File: src/rtl/dmem_port_arbiter.sv
// -----------------------------------------------------------------------------
// dmem_port_arbiter
//
// Front end for the stage-4 data memory. Two requesters share the single
// memory port:
//   port A : pipeline load/store unit (default winner)
//   port B : debug / program-loader port (forced ahead of A once starved)
// At most one access is granted per cycle. The winner's fields drive the
// memory directly. A small tag pipeline, READ_LATENCY deep, remembers which
// port issued each read so the result can be steered back when it emerges.
//
// Parameters
//   READ_LATENCY : cycles from grant to valid mem_read_value (tag depth)
//   STARVE_LIMIT : consecutive denied B cycles before B is forced (1..15)
//
// Ports
//   clock, reset_n                     : clock, async active-low reset
//   a_req/a_write/a_addr/a_be/a_wdata  : port A request fields
//   a_gnt, a_rvalid, a_rdata           : port A grant and read return
//   b_*                                : identical set for port B
//   mem_write, mem_addr, mem_write_to,
//   mem_write_value                    : memory drive (winner's fields)
//   mem_read_value                     : memory read data
//
// Handshake: a request transfers in the cycle where x_req && x_gnt. While
// x_req=1 and x_gnt=0 the requester holds every field stable. x_gnt is a
// combinational function of both req inputs and the registered starvation
// count, so a lone request is accepted in the cycle it is raised. x_rvalid
// is a one-cycle pulse with no back-pressure; x_rdata is only meaningful
// while x_rvalid=1.
// -----------------------------------------------------------------------------
module dmem_port_arbiter #(
  parameter int READ_LATENCY = 2,
  parameter int STARVE_LIMIT = 4
) (
  input  logic        clock,
  input  logic        reset_n,

  input  logic        a_req,
  input  logic        a_write,
  input  logic [31:0] a_addr,
  input  logic [3:0]  a_be,
  input  logic [31:0] a_wdata,
  output logic        a_gnt,
  output logic        a_rvalid,
  output logic [31:0] a_rdata,

  input  logic        b_req,
  input  logic        b_write,
  input  logic [31:0] b_addr,
  input  logic [3:0]  b_be,
  input  logic [31:0] b_wdata,
  output logic        b_gnt,
  output logic        b_rvalid,
  output logic [31:0] b_rdata,

  output logic        mem_write,
  output logic [31:0] mem_addr,
  output logic [3:0]  mem_write_to,
  output logic [31:0] mem_write_value,
  input  logic [31:0] mem_read_value
);

  localparam logic [3:0] LIMIT = 4'(STARVE_LIMIT);

  // Tag encoding for the port field: 0 = A, 1 = B.
  localparam logic PORT_A = 1'b0;
  localparam logic PORT_B = 1'b1;

  logic [3:0]              starve_cnt;
  logic                    b_starved;
  logic [READ_LATENCY-1:0] tag_valid;
  logic [READ_LATENCY-1:0] tag_port;
  logic                    read_granted;

  assign b_starved = (starve_cnt == LIMIT);

  // ---------------------------------------------------------------------------
  // Arbitration. B wins when A is idle or when B has hit the starvation
  // limit; otherwise A wins. Grants are held low while reset is asserted so
  // that nothing reaches the memory during reset.
  // ---------------------------------------------------------------------------
  always_comb begin
    a_gnt = 1'b0;
    b_gnt = 1'b0;
    if (reset_n) begin
      if (b_req && (b_starved || !a_req)) begin
        b_gnt = 1'b1;
      end else if (a_req) begin
        a_gnt = 1'b1;
      end
    end
  end

  // ---------------------------------------------------------------------------
  // Memory drive from the winner. Reads present a zero write mask so the
  // memory never sees stray byte enables. With no winner everything is 0;
  // the memory performs a harmless read of word 0 whose result is discarded
  // because no tag is issued for it.
  // ---------------------------------------------------------------------------
  always_comb begin
    mem_write       = 1'b0;
    mem_addr        = 32'h0;
    mem_write_to    = 4'b0000;
    mem_write_value = 32'h0;
    if (a_gnt) begin
      mem_write       = a_write;
      mem_addr        = a_addr;
      mem_write_to    = a_write ? a_be : 4'b0000;
      mem_write_value = a_wdata;
    end else if (b_gnt) begin
      mem_write       = b_write;
      mem_addr        = b_addr;
      mem_write_to    = b_write ? b_be : 4'b0000;
      mem_write_value = b_wdata;
    end
  end

  // Only granted reads produce a return; stores (including be=0) never do.
  assign read_granted = (a_gnt && !a_write) || (b_gnt && !b_write);

  // ---------------------------------------------------------------------------
  // Starvation counter: counts consecutive cycles where B asks and loses.
  // Saturates at the limit so the forced grant stays asserted until taken.
  // ---------------------------------------------------------------------------
  always_ff @(posedge clock or negedge reset_n) begin
    if (!reset_n) begin
      starve_cnt <= 4'd0;
    end else if (b_req && !b_gnt) begin
      if (starve_cnt != LIMIT) begin
        starve_cnt <= starve_cnt + 4'd1;
      end
    end else begin
      starve_cnt <= 4'd0;
    end
  end

  // ---------------------------------------------------------------------------
  // Tag pipeline. Stage 0 captures the current cycle's grant; the last stage
  // lines up with mem_read_value for that access. Clearing the valids on
  // reset drops any reads that were in flight.
  // ---------------------------------------------------------------------------
  always_ff @(posedge clock or negedge reset_n) begin
    if (!reset_n) begin
      tag_valid <= '0;
      tag_port  <= '0;
    end else begin
      tag_valid[0] <= read_granted;
      tag_port[0]  <= b_gnt ? PORT_B : PORT_A;
      for (int i = 1; i < READ_LATENCY; i++) begin
        tag_valid[i] <= tag_valid[i-1];
        tag_port[i]  <= tag_port[i-1];
      end
    end
  end

  // ---------------------------------------------------------------------------
  // Return path. Data is shared and unmasked; rvalid selects the owner.
  // ---------------------------------------------------------------------------
  assign a_rvalid = tag_valid[READ_LATENCY-1] && (tag_port[READ_LATENCY-1] == PORT_A);
  assign b_rvalid = tag_valid[READ_LATENCY-1] && (tag_port[READ_LATENCY-1] == PORT_B);
  assign a_rdata  = mem_read_value;
  assign b_rdata  = mem_read_value;

endmodule

File: config.mk
export PLATFORM = sky130hd
export DESIGN_NAME = dmem_port_arbiter
export DESIGN_NICKNAME = d
export VERILOG_FILES = /design/src/rtl/dmem_port_arbiter.sv
export SDC_FILE = /design/constraint.sdc
export NUM_CORES = 1
export LEC_CHECK = 0
export BUFFER_PORTS_ARGS = -buffer_cell sky130_fd_sc_hd__buf_4
export CORE_AREA = 2 2 121 123
export DETAILED_ROUTE_END_ITERATION = 6
export DIE_AREA = 0 0 123 125
export GPL_TIMING_DRIVEN = 0
export SLEW_MARGIN = 20
export SYNTH_ARGS = -nofsm -noshare
export SYNTH_HDL_FRONTEND = slang
export SYNTH_SLANG_ARGS = --single-unit
File: constraint.sdc
create_clock -name clock -period 2.4 [get_ports clock]
set_input_delay 0.6 -clock clock [delete_from_list [all_inputs] [get_ports clock]]
set_output_delay 0.6 -clock clock [all_outputs]
set_load 0.01 [all_outputs]
==> run metrics, run 1 <==
status=finished with violations; failing checks=negative setup slack; WP data required=1800 ps; critical path class=register to output pin; FP Rows=44; sequential element share of the synthesized area=12.9%; die area=15400 µm²; first-pass GRT wire length=13000 µm; placed instance count=647; post-route minimum period=~2500 ps; fin crit share=103%; clock slew at reported path FFs=40 ps; Distinct cells, synth=23; Sink Count=8; IO buf count=roughly 280; Via density=approximately 3.8; slack of the critical path=-70.3 ps; Post-synth ARST share=100%; Cell Pwr Density=approximately 270 nW/µm²; vias post-DR=2540; Worst Setup End Kind=output pin; maxcap violations=0; TritonCTS clock tree=done; num ports=roughly 310; Slew @ Worst Pin=352 ps; Tot GR Track Use=between 10 and 15%; worst path cell trace=inv_1 -> ha_2 -> and3b_2 -> a21oi_4 -> buf_12 -> clkbuf_16 -> a22o_4 -> buf_6; Pwr Total=between 1 and 1.5 mW; RSZ-0062 raised after global routing=yes; final setup fails=68; area of the mapped netlist=1560 µm²; FF+latch count, synth=8; largest net degree at the start of global routing=13; post-DP HPWL=8510 µm; Remaining Overflow, GRT=0; nets@finish=657; critical-path maximum fanout=5; Placer Congestion=0.806; Slew HR=about three quarters; worst hold path class=input pin to async pin; routed wire length per instance=15.2 µm; most used routing layer=met2; Initial Utilization=11.0%; Slew Viols, Final=0; Mapped Nets=361; final hold vios=0; initial drt markers=a little under 70; crit path DAT=1870 ps; clock latency on the worst-skew pair=230 ps; count leader, synth=a22o_1; Routed Antenna Nets=0; setup TNS=-2210 ps; root buffer cell=clkbuf_16; Max clock buf depth=2; DR pass1 iterations=4; clock skew=1.46 ps; dominant synthesized flop cell=dfrtp_1; top cells by count, synth=a22o_1 (65), buf_4 (64), buf_2 (13), dfrtp_1 (8), inv_1 (5); met2 GRT Util=22.0%; Critical-path top delay cell=dfrtp_1; worst vdd rail ir drop=0.187 mV; Yosys top cell area share=36.5%; met3 usage=1.60%; area grow syn2layout=187%; share of cells above drive strength 1=just over 80%; Routed WL=10100 µm; Mean Syn Cell Area=8.42 µm²; maximum clock rate=405 MHz; critical path's largest stage delay=370 ps; Post-synth EDFFs=0; Syn Inst Count=185; final core occ=between 30% and 40%; antenna diode count=0; CTS buffer count=3; Synth area leaders=a22o_1 (37%), buf_4 (31%), dfrtp_1 (13%); Die H=125 µm; hold buffer count at cts=0; startpoint types=register; vias in the first global route=2432; fin cells=about 660; area of the core=14200 µm²; H-tree levels=1; P_leak=~2.4 nW; global-route met1 utilization=between 10% and 20%; die width=123 µm; Hold WS=194 ps; DRC violations left=0; initial antenna violation count=0; Synth area leader=a22o_1; Yosys warning total=0
-- placed cells by master, fill, tap and decap left out, types with 2 or more instances in the layout --
master,n
clkbuf_16,7
buf_8,8
dfrtp_1,8
inv_1,5
nand2_1,3
a22o_1,61
and3_1,4
a22o_4,4
buf_4,312
a32o_2,2
xnor2_1,2
buf_12,3
mux2_2,2
a32o_1,2
buf_6,42
-- registers in the layout, summed over array words and instances, names as in the netlist --
register,count
starve_cnt,4
tag_valid,2
tag_port,2
-- worst paths after layout --
check / startpoint / to / slack, ps / depth (start not counted)
worst max-delay path: starve_cnt[0]$_DFFE_PN0P_ / mem_write_value[28] / -70 / 8
worst min-delay path: reset_n / starve_cnt[2]$_DFFE_PN0P_ / 190 / 1
worst max register to register: starve_cnt[0]$_DFFE_PN0P_ / tag_valid[0]$_DFF_PN0_ / 560 / 9
worst min register to register: tag_port[0]$_DFF_PN0_ / tag_port[1]$_DFF_PN0_ / 340 / 0
max in group asynchronous: reset_n / tag_port[0]$_DFF_PN0_ / 2060 / 1
min in group clock: tag_port[0]$_DFF_PN0_ / tag_port[1]$_DFF_PN0_ / 340 / 0
-- worst max-delay path: cells and delay by family (launching register included) --
family	cells	cell delay (ps)
AOI/OAI and AO/OA	2	350
adders and majority gates	1	180
buffers and inverters	4	490
DFF	1	370
and+or+nand+nor	1	240
-- kinds of logic after synthesis --
family | Yosys count | synth area share [%]
xor gates and xnor gates | 2 | 1.12
and+or+nand+nor | 13 | 4.74
buffers and inverters | 84 | 36.7
DFF | 8 | 12.9
adders and majority gates | 2 | 1.61
AOI/OAI and AO/OA | 74 | 41.5
muxes | 2 | 1.45
-- where the power goes --
part           total [mW]  internal (mW)  switching, mW
clock               0.281          0.215         0.0660
sequential          0.147          0.143        0.00373
combinational       0.796          0.515          0.281
-- metal layers --
layer  part of all wire, %  vias to the layer above
met1                    37                     1143
met5                     0                        -
met3                   8.5                        6
met4                  0.67                        0
li1                      -                     1224
met2                    53                      167
-- metrics by stage --
step	worst slack, ps	cell area, µm²
final	-70.3	4470
after global routing	-162	4470
after CTS	-106	4250
after detailed placement	-507	3870
after global placement	-450	3870
after floorplan	192	1560
-- area by class of cell --
cell class / count / area (µm²)
Sequential cell: 8 / 200
Tap cell: 184 / 230
Multi-Input combinational cell: 93 / 840
Timing Repair Buffer: 293 / 2440
Fill cell: 1502 / 9740
Inverter: 5 / 18.8
Buffer: 77 / 662
Clock buffer: 3 / 75.1
-- timing repair --
item	CTS	global route
pin swaps	7	20
buffers inserted	7	4
setup endpoints to repair	71	69
cloned	0	4
gates resized for setup	62	31
No activity file was read; power rests on OpenSTA's default activity.
==> run 2: changes to the inputs <==
==> constraint.sdc (replaced) <==
create_clock -name clock -period 2.4 [get_ports clock]
set_input_delay 0.6 -clock clock [delete_from_list [all_inputs] [get_ports clock]]
set_output_delay 0.6 -clock clock [all_outputs]
set_load 0.05 [all_outputs]
==> run 2 against run 1 <==
Effect of this change:
- cell count down 0.30%
- die area is the same
- cell area up 16%
- worst setup slack lost 38 ps
- the flow still finishes with violations (negative setup slack)
- via count rose by 2.6%
- critical endpoint is now mem_write_value[16]
- non-clock buffer count is 2 lower
- clock power decreased by 1%
- first-iteration DRC count shrank 10%
- global-route usage up 1.1 points
==> run metrics, run 2 (synthesis results as in run 1) <==
status=finished with violations; failing checks=negative setup slack; area grow syn2layout=232%; worst vdd rail ir drop=0.169 mV; most common cell after layout, fill and taps aside=buf_4; Slew HR=between 70% and 80%; initial antenna violation count=0; Slew Viols, Final=0; initial drt markers=61; DRC violations left=0; TritonCTS clock tree=done; critical path class=register to output pin; Routed Antenna Nets=0; die area=~15000 µm²; WP data required=1800 ps; Worst Setup End Kind=output pin; Max clock buf depth=2; fin cells=661; critical-path maximum fanout=10; num ports=around 310; crit path DAT=1910 ps; Remaining Overflow, GRT=0; Cell Pwr Density=347 nW/µm²; first-pass GRT wire length=14800 µm; slack of the critical path=-108 ps; final setup fails=68; post-DP HPWL=8110 µm; Placer Congestion=0.789; final instance area=5180 µm²; Initial Utilization=11.0%; P_leak=2.77 nW; IO buf count=between 200 and 300; Largest register FFs=4; Most flops, register=starve_cnt; vias post-DR=2606; maxcap violations=0; H-tree levels=1; Via density=~3.9; most frequent cells in the layout=buf_4 (279), buf_8 (60), a22o_4 (51); worst hold path class=input pin to async pin; Sink Count=8; placed instance count=647; Routed WL=10400 µm; die width=123 µm; CTS buffer count=3; largest net degree at the start of global routing=13; Die H=between 100 and 150 µm; antenna diode count=0; clock latency on the worst-skew pair=roughly 230 ps; clock skew=0.365 ps; Tot GR Track Use=12.1%; nets@finish=roughly 660; share of cells above drive strength 1=a little over nine tenths; clock slew at reported path FFs=40 ps; maximum clock rate=~400 MHz; cell area after placement=3960 µm²; DR pass1 iterations=4; startpoint types=register; Slew @ Worst Pin=329 ps; root buffer cell=clkbuf_16; Reg2Reg Setup Slack=740 ps; RSZ-0062 raised after global routing=yes; top flop regs=starve_cnt: 4 flops, tag_port: 2 flops, tag_valid: 2 flops; Hold WS=197 ps; area of the core=14200 µm²; routed wire length per instance=approximately 16 µm; final hold vios=0; post-route minimum period=2510 ps; fin crit share=105%; FP Rows=44; vias in the first global route=2824
[run 2: path summary, 6_finish.rpt]
check                                          startpoint                         to  cells past startpoint
worst max-delay path            starve_cnt[1]$_DFFE_PN0P_        mem_write_value[16]                      8
worst min-delay path                              reset_n  starve_cnt[1]$_DFFE_PN0P_                      1
worst max register to register  starve_cnt[1]$_DFFE_PN0P_  starve_cnt[1]$_DFFE_PN0P_                      7
worst min register to register      tag_port[0]$_DFF_PN0_      tag_port[1]$_DFF_PN0_                      0
max in group asynchronous                         reset_n      tag_port[1]$_DFF_PN0_                      1
min in group clock                  tag_port[0]$_DFF_PN0_      tag_port[1]$_DFF_PN0_                      0
[run 2: per-layer routing]
layer | wire, µm | global-route usage (%) | vias to the layer above
met3 | 950 | 2.42 | 10
met4 | 186 | 2.14 | 0
met2 | 5830 | 24.5 | 175
met5 | 0 | 0 | -
met1 | 3430 | 12.6 | 1196
li1 | - | - | 1225
[run 2: metrics by stage]
stage	worst slack (ps)	setup TNS (ps)	util [%]	total power, mW
finish	-108	-4090	36.5	1.80
global route	-176	-9310	36.5	1.86
CTS	-134	-8110	36.0	1.78
detailed placement	-504	-29960	27.9	1.27
global placement	-463	-26830	27.9	1.26
floorplan	-43.0	-43.0	-	0.849
[run 2: critical path: stages (launching register included)]
cell,delay [ps]
dfrtp_1,360
inv_2,60
ha_4,160
and3b_2,240
a21oi_4,210
buf_6,180
buf_8,160
a22o_2,160
buf_6,150
[run 2: final cells by class]
type,instances,area (µm²)
Tap cell,184,230
Timing Repair Buffer,290,2710
Buffer,78,668
Fill cell,1389,9020
Multi-Input combinational cell,93,1280
Clock buffer,3,75.1
Inverter,5,18.8
Sequential cell,8,200
[run 2: repair_timing]
action	CTS	global route
cloned	1	1
gates resized for setup	215	14
endpoints found under the setup margin	71	71
buffers inserted	9	1
pin swaps	10	15
hold buffers	0	0
[run 2: where the power goes]
| part | total, mW | internal (mW) | switching [mW] |
|---|---|---|---|
| clock network | 0.277 | 0.215 | 0.0628 |
| logic | 1.37 | 0.643 | 0.732 |
| registers | 0.148 | 0.143 | 0.00430 |
